[src/rtl/vga_tile_pkg.sv]
// rtl/vga_tile_pkg.sv - shared timing defaults, pipeline flag struct and width helpers
package vga_tile_pkg;

    localparam int DEF_H_ACTIVE = 640;
    localparam int DEF_H_FP     = 16;
    localparam int DEF_H_SYNC   = 96;
    localparam int DEF_H_BP     = 48;
    localparam int DEF_V_ACTIVE = 480;
    localparam int DEF_V_FP     = 10;
    localparam int DEF_V_SYNC   = 2;
    localparam int DEF_V_BP     = 33;
    localparam int DEF_COLS     = 4;
    localparam int DEF_ROWS     = 2;
    localparam int DEF_CW       = 3;

    // Per-pixel flags carried from stage 1 to stage 2
    typedef struct packed {
        logic vis;
        logic grid;
        logic hsync_n;
        logic vsync_n;
    } pix_flags_t;

    // Total clocks (or lines) of one period: active + front porch + sync + back porch
    function automatic int line_total(input int active, input int fp, input int sync, input int bp);
        return active + fp + sync + bp;
    endfunction

    // Ceiling log2; clog2(1) = 0
    function automatic int clog2(input int value);
        int w;
        w = 0;
        for (int i = 0; i < 31; i++) begin
            if ((1 << i) < value) w = i + 1;
        end
        return w;
    endfunction

    // Bits for a counter spanning 0..n-1, never narrower than one bit
    function automatic int cnt_width(input int n);
        return (clog2(n) < 1) ? 1 : clog2(n);
    endfunction

    // Tile address width: wide enough that the first out-of-range index (n) is expressible,
    // so an illegal write can actually be presented and flagged
    function automatic int addr_width(input int tiles);
        return clog2(tiles + 1);
    endfunction

endpackage

[src/rtl/vga_timing_gen.sv]
// rtl/vga_timing_gen.sv - stage-0 pixel/line counters, tile sub-counters and sync decode
module vga_timing_gen
    import vga_tile_pkg::*;
#(
    parameter int H_ACTIVE = DEF_H_ACTIVE,
    parameter int H_FP     = DEF_H_FP,
    parameter int H_SYNC   = DEF_H_SYNC,
    parameter int H_BP     = DEF_H_BP,
    parameter int V_ACTIVE = DEF_V_ACTIVE,
    parameter int V_FP     = DEF_V_FP,
    parameter int V_SYNC   = DEF_V_SYNC,
    parameter int V_BP     = DEF_V_BP,
    parameter int COLS     = DEF_COLS,
    parameter int ROWS     = DEF_ROWS,
    parameter int IW       = addr_width(DEF_COLS * DEF_ROWS)
) (
    input  logic          clk,
    input  logic          rst,
    output logic [IW-1:0] idx,
    output logic          vis,
    output logic          tile_edge,
    output logic          hsync_n,
    output logic          vsync_n,
    output logic          commit
);

    localparam int H_TOTAL   = line_total(H_ACTIVE, H_FP, H_SYNC, H_BP);
    localparam int V_TOTAL   = line_total(V_ACTIVE, V_FP, V_SYNC, V_BP);
    localparam int HW        = cnt_width(H_TOTAL);
    localparam int VW        = cnt_width(V_TOTAL);
    localparam int TW        = H_ACTIVE / COLS;
    localparam int TH        = V_ACTIVE / ROWS;
    localparam int XW        = cnt_width(TW);
    localparam int YW        = cnt_width(TH);
    localparam int CLW       = cnt_width(COLS);
    localparam int LAST_BASE = (ROWS - 1) * COLS;
    localparam int HS_START  = H_ACTIVE + H_FP;
    localparam int HS_END    = H_ACTIVE + H_FP + H_SYNC - 1;
    localparam int VS_START  = V_ACTIVE + V_FP;
    localparam int VS_END    = V_ACTIVE + V_FP + V_SYNC - 1;

    logic [HW-1:0]  hcnt;
    logic [VW-1:0]  vcnt;
    logic [XW-1:0]  xsub;
    logic [YW-1:0]  ysub;
    logic [CLW-1:0] tcol;
    logic [IW-1:0]  row_base;
    logic           h_last;
    logic           v_last;

    assign h_last = (hcnt == HW'(H_TOTAL - 1));
    assign v_last = (vcnt == VW'(V_TOTAL - 1));

    // Raster counters; the tile column and the row base (row*COLS) advance by counting
    // pixels/lines within a tile, so no divider or multiplier sits on the pixel path
    always_ff @(posedge clk) begin
        if (rst) begin
            hcnt     <= '0;
            vcnt     <= '0;
            xsub     <= '0;
            tcol     <= '0;
            ysub     <= '0;
            row_base <= '0;
        end else if (h_last) begin
            hcnt <= '0;
            xsub <= '0;
            tcol <= '0;
            if (v_last) begin
                vcnt     <= '0;
                ysub     <= '0;
                row_base <= '0;
            end else begin
                vcnt <= vcnt + VW'(1);
                if (ysub == YW'(TH - 1)) begin
                    ysub <= '0;
                    if (row_base != IW'(LAST_BASE)) row_base <= row_base + IW'(COLS);
                end else begin
                    ysub <= ysub + YW'(1);
                end
            end
        end else begin
            hcnt <= hcnt + HW'(1);
            if (xsub == XW'(TW - 1)) begin
                xsub <= '0;
                if (tcol != CLW'(COLS - 1)) tcol <= tcol + CLW'(1);
            end else begin
                xsub <= xsub + XW'(1);
            end
        end
    end

    assign idx       = row_base + IW'(tcol);
    assign vis       = (hcnt < HW'(H_ACTIVE)) && (vcnt < VW'(V_ACTIVE));
    assign tile_edge = (xsub == '0) || (ysub == '0);
    assign hsync_n   = !((hcnt >= HW'(HS_START)) && (hcnt <= HW'(HS_END)));
    assign vsync_n   = !((vcnt >= VW'(VS_START)) && (vcnt <= VW'(VS_END)));
    assign commit    = h_last && (vcnt == VW'(V_ACTIVE - 1));

endmodule

[src/rtl/vga_tile_grid.sv]
// rtl/vga_tile_grid.sv - tile-colour VGA generator with double-buffered tile banks
module vga_tile_grid
    import vga_tile_pkg::*;
#(
    parameter int H_ACTIVE = DEF_H_ACTIVE,
    parameter int H_FP     = DEF_H_FP,
    parameter int H_SYNC   = DEF_H_SYNC,
    parameter int H_BP     = DEF_H_BP,
    parameter int V_ACTIVE = DEF_V_ACTIVE,
    parameter int V_FP     = DEF_V_FP,
    parameter int V_SYNC   = DEF_V_SYNC,
    parameter int V_BP     = DEF_V_BP,
    parameter int COLS     = DEF_COLS,
    parameter int ROWS     = DEF_ROWS,
    parameter int CW       = DEF_CW,
    parameter logic [CW-1:0] GRID_COLOR = '1,
    localparam int NT = COLS * ROWS,
    localparam int AW = addr_width(NT)
) (
    input  logic          clk,
    input  logic          rst,
    input  logic          wr_valid,
    output logic          wr_ready,
    input  logic [AW-1:0] wr_addr,
    input  logic [CW-1:0] wr_data,
    output logic          wr_err,
    input  logic          grid_en,
    output logic          hsync_n,
    output logic          vsync_n,
    output logic          de,
    output logic [CW-1:0] rgb,
    output logic          frame_done
);

    logic          run;
    logic          accept;
    logic          bad_addr;
    logic          commit;
    logic [AW-1:0] idx0;
    logic [AW-1:0] idx1;
    logic          vis0;
    logic          edge0;
    logic          hs0;
    logic          vs0;
    pix_flags_t    flags1;
    logic [CW-1:0] shadow [NT];
    logic [CW-1:0] active [NT];
    logic [CW-1:0] tile_color;

    vga_timing_gen #(
        .H_ACTIVE (H_ACTIVE),
        .H_FP     (H_FP),
        .H_SYNC   (H_SYNC),
        .H_BP     (H_BP),
        .V_ACTIVE (V_ACTIVE),
        .V_FP     (V_FP),
        .V_SYNC   (V_SYNC),
        .V_BP     (V_BP),
        .COLS     (COLS),
        .ROWS     (ROWS),
        .IW       (AW)
    ) u_timing (
        .clk       (clk),
        .rst       (rst),
        .idx       (idx0),
        .vis       (vis0),
        .tile_edge (edge0),
        .hsync_n   (hs0),
        .vsync_n   (vs0),
        .commit    (commit)
    );

    // The commit cycle owns the banks, so writes stall there and land one clock later
    assign wr_ready   = run & ~commit;
    assign accept     = wr_valid & wr_ready;
    assign bad_addr   = (wr_addr >= AW'(NT));
    assign frame_done = commit;

    // Write port into shadow, error flag, and shadow-to-active copy at end of visible frame
    always_ff @(posedge clk) begin
        if (rst) begin
            run    <= 1'b0;
            wr_err <= 1'b0;
            for (int i = 0; i < NT; i++) begin
                shadow[i] <= '0;
                active[i] <= '0;
            end
        end else begin
            run    <= 1'b1;
            wr_err <= accept & bad_addr;
            for (int i = 0; i < NT; i++) begin
                if (accept && (wr_addr == AW'(i))) shadow[i] <= wr_data;
                if (commit) active[i] <= shadow[i];
            end
        end
    end

    // Stage 1: register tile index, visibility, grid hit and raw syncs
    always_ff @(posedge clk) begin
        if (rst) begin
            idx1   <= '0;
            flags1 <= '{vis: 1'b0, grid: 1'b0, hsync_n: 1'b1, vsync_n: 1'b1};
        end else begin
            idx1   <= idx0;
            flags1 <= '{vis: vis0, grid: grid_en & edge0, hsync_n: hs0, vsync_n: vs0};
        end
    end

    // Active-bank lookup for the stage-1 tile index
    always_comb begin
        tile_color = '0;
        for (int i = 0; i < NT; i++) begin
            if (idx1 == AW'(i)) tile_color = active[i];
        end
    end

    // Stage 2: registered pixel outputs, black outside the visible area
    always_ff @(posedge clk) begin
        if (rst) begin
            rgb     <= '0;
            de      <= 1'b0;
            hsync_n <= 1'b1;
            vsync_n <= 1'b1;
        end else begin
            de      <= flags1.vis;
            hsync_n <= flags1.hsync_n;
            vsync_n <= flags1.vsync_n;
            if (!flags1.vis)      rgb <= '0;
            else if (flags1.grid) rgb <= GRID_COLOR;
            else                  rgb <= tile_color;
        end
    end

endmodule

[config.mk]
export PLATFORM = sky130hd
export DESIGN_NAME = vga_tile_grid
export DESIGN_NICKNAME = d
export VERILOG_FILES = /design/src/rtl/vga_tile_pkg.sv /design/src/rtl/vga_timing_gen.sv /design/src/rtl/vga_tile_grid.sv
export SDC_FILE = /design/constraint.sdc
export NUM_CORES = 1
export LEC_CHECK = 0
export CORE_MARGIN = 2
export CORE_UTILIZATION = 45
export CTS_CLUSTER_DIAMETER = 100
export DETAILED_ROUTE_END_ITERATION = 10
export PLACE_DENSITY = 0.7
export REMOVE_ABC_BUFFERS = 1
export SETUP_SLACK_MARGIN = 0.15
export SYNTH_ARGS = -nofsm -noshare
export SYNTH_HDL_FRONTEND = slang
export SYNTH_SLANG_ARGS = --single-unit
[constraint.sdc]
create_clock -name clk -period 4.6 [get_ports clk]
set_input_delay 0.92 -clock clk [delete_from_list [all_inputs] [get_ports clk]]
set_output_delay 0.92 -clock clk [all_outputs]
set_load 0.05 [all_outputs]
==> results.yml <==
place:
  dp_hpwl_um: 5850
  dpl_cell_area_um2: 4900
  finalWeightedCongestion: 0.822
  io_buffer_count: 19
  post-place-ws_ps: 1190
floorplan:
  start_util_pct: 46.6
  coreArea_um2: 9860
  row_count: 36
  io_pins: 20
  fp.dieArea_um2: 11000
  die_height_um: 105
  die_x_um: 105
setup_path:
  worst_setup_path_start_kind: "flip-flop"
  arrival_ps: 2900
  path_cells: "ha_1 > nand3_1 > or4_1 > o21ai_2 > buf_4 > inv_1 > clkdlybuf4s50_1"
  cp_num_buf_inv: 3
  setup.worst_path.end_class: "primary output"
  r2r_start: "u_timing.vcnt[0]"
  critPathRequiredTime_ps: 3680
  cp_max_fo: 16
  r2r-end: "active[0][4]"
  path_delay_family: "buffers and inverters"
  critical-path-max-stage-delay_ps: 700
  critical_path_class: "flip-flop to primary output"
  critPathSlowestCell: "clkdlybuf4s50_1"
  reg2reg_slack_ps: 1920
  reg2reg_depth: 4
pwr:
  power_frac_comb_pct: 5.4
  seqPwrFrac_pct: 62.9
  power_frac_clock_pct: 31.8
  switchingPower_mw: 0.365
  power.total_mw: 1.60
  power_density_nw_per_um2: 315
  swShare_pct: 22.8
  vdd_drop_max_mv: 0.170
  p_int_mw: 1.23
  p_leak_nw: 1.72
sta:
  slew_violations: 0
  clock.fmax_ghz: 0.262
  skew_ps: 7.72
  fin_crit_ps: 3820
  setup_violations: 0
  rsz0062_at_grt: "false"
  tightest_slew_ps: 1110
  fin_crit_sh_pct: 83.0
  hold_viol: 0
  slew_headroom_pct: 26.2
  final.setup.tns_ps: 0
  timing.final.ws_setup_ps: 780
global_routing:
  grt_usage_pct: 15.9
  grt_pass1_wl_um: 13800
  grt_overflow: 0
  first_global_vias: 2899
  antenna_found_initial: 0
  grt_start_max_net_pins: 35
synth:
  synth_warnings: 0
  avgSynthCellArea_um2: 11.0
  synth_edf_count: 48
  ys.flop_type: "dfxtp_1"
  async_reset_ff_share_pct: 0
  yosys_register_bits: 104
  synth_cell_types: 55
  netlist_area_um2: 4600
  synth_cells: 418
  synth.yosys.seq_area_share_pct: 55.7
cts:
  postCtsSetupBuffers: 0
  cts_buffers: 9
  cts_resized: 0
  cts-root-buf: "clkbuf_8"
  htreeDepth: 3
  insertion_delay_ps: 360
  clkTransAtPathRegs_ps: 90
  clock-sinks: 104
  cts_tree: "built"
  postCtsHoldBufs: 0
  cts.path.max_buffers: 2
final_layout:
  post-route-util_pct: 51.5
  fin_nets: 457
  fillCellCount: 880
  drive_above_1_share_pct: 12.5
  layout_commonest_cell: "dfxtp_1"
  num_antenna_cells: 0
  final_cell_mix: "dfxtp_1 (56), edfxtp_1 (48), nor2_1 (45)"
  fin_area_um2: 5080
  area_delta_synth_final_pct: 10.4
hold_path:
  hp-class: "flip-flop to flip-flop"
  whs_endpoint: "vsync_n"
  hold_depth: 1
  min_from: "flags1[0]"
detailed_routing:
  wirelength_um: 8220
  wl_per_cell_um: 14.4
  via_per_inst: 5.33
  ant_nets: 0
  dr.pass1.iters: 4
  drc: 0
  vias: 3053
  drtIter0Drc: 178
status:
  status: "finished clean"
flow_run:
  cap_violations: 0
[final cells by class]
class                   instances  area [um^2]  share of cell area (%)
clock buffers                  10          138                    2.71
clock inverters                 5         33.8                   0.666
inverters                      15         56.3                    1.11
multi-input cells             284         1910                    37.6
flip-flops and latches        104         2560                    50.5
well taps                     133          166                    3.28
repair buffers                 22          213                    4.19
[state kept, by name, indices dropped and copies added (netlist names)]
| signal | count |
|---|---|
| active | 24 |
| shadow | 24 |
| u_timing.hcnt | 10 |
| u_timing.vcnt | 10 |
| u_timing.xsub | 8 |
| u_timing.ysub | 8 |
| flags1 | 4 |
| idx1 | 4 |
| rgb | 3 |
| u_timing.row_base | 2 |
| u_timing.tcol | 2 |
| de | 1 |
| hsync_n | 1 |
| run | 1 |
| vsync_n | 1 |
| wr_err | 1 |
[logic make-up after synthesis]
| kind of cell | Yosys count | synth area share [%] |
|---|---|---|
| AO/OA/AOI/OAI | 49 | 6.80 |
| XOR/XNOR | 18 | 3.43 |
| adder cells (fa/ha/maj) | 10 | 2.72 |
| buffers and inverters | 30 | 2.88 |
| flip-flops | 104 | 55.7 |
| multiplexers | 10 | 3.81 |
| AND/OR/NAND/NOR | 197 | 24.6 |
[metal layers]
| layer | part of all wire [%] | vias to the layer above | track usage, % |
|---|---|---|---|
| met5 | 0 | - | 0 |
| met4 | 2.1 | 0 | 7.62 |
| met3 | 4.9 | 14 | 3.68 |
| met2 | 45 | 77 | 24.2 |
| met1 | 48 | 1423 | 21.4 |
| li1 | - | 1539 | - |
[cell usage after synthesis (2+ instances only)]
| library cell | instances | area (um^2) |
|---|---|---|
| a21oi_1 | 8 | 40.0 |
| a31oi_1 | 2 | 12.5 |
| a32o_1 | 3 | 30.0 |
| and2_2 | 18 | 135 |
| and3_1 | 10 | 62.6 |
| and3b_1 | 2 | 17.5 |
| and4_1 | 3 | 26.3 |
| clkbuf_1 | 10 | 37.5 |
| dfxtp_1 | 56 | 1120 |
| edfxtp_1 | 48 | 1440 |
| ha_1 | 10 | 125 |
| inv_1 | 14 | 52.6 |
| mux2i_1 | 4 | 40.0 |
| mux4_2 | 6 | 135 |
| nand2_1 | 26 | 97.6 |
| nand2b_1 | 4 | 25.0 |
| nand3_1 | 15 | 75.1 |
| nand4_1 | 14 | 87.6 |
| nor2_1 | 45 | 169 |
| nor2b_1 | 16 | 100 |
| nor3_1 | 12 | 60.1 |
| nor3b_1 | 4 | 30.0 |
| nor4_1 | 4 | 25.0 |
| o211ai_1 | 3 | 22.5 |
| o21a_1 | 2 | 15.0 |
| o21ai_0 | 19 | 95.1 |
| o2bb2ai_1 | 3 | 26.3 |
| o31ai_1 | 3 | 22.5 |
| o41ai_1 | 2 | 17.5 |
| or2_2 | 4 | 25.0 |
| or3_1 | 4 | 25.0 |
| or4_1 | 5 | 37.5 |
| xnor2_1 | 6 | 52.6 |
| xor2_1 | 12 | 105 |
[through the flow]
| stage | hold slack [ps] | std cells |
|---|---|---|
| after floorplan | 389 | 403 |
| after global placement | 391 | 558 |
| after detailed placement | 395 | 558 |
| after CTS | 417 | 573 |
| after global routing | 449 | 573 |
| final | 415 | 573 |
[worst max path at each step]
stage | start | endpoint | slack [ps] | cells past startpoint
after CTS | u_timing.vcnt[0] | wr_ready | 770 | 7
after detailed placement | u_timing.vcnt[0] | wr_ready | 1190 | 7
after global placement | u_timing.vcnt[0] | wr_ready | 1220 | 7
after global routing | u_timing.vcnt[0] | wr_ready | 610 | 7
after floorplan | u_timing.hcnt[4] | active[0][0] | 1170 | 3
final | u_timing.vcnt[0] | wr_ready | 780 | 7
[power groups by stage]
stage / clock [mW] / sequential (mW) / combinational (mW)
3_5_place_dp: 0 / 1.03 / 0.0866
2_1_floorplan: 0 / 1.03 / 0.0428
5_1_grt: 0.551 / 1.01 / 0.0954
6_report: 0.508 / 1.00 / 0.0860
3_3_place_gp: 0 / 1.03 / 0.0852
4_1_cts: 0.522 / 1.01 / 0.0868
(Power assumes the default switching activity.)
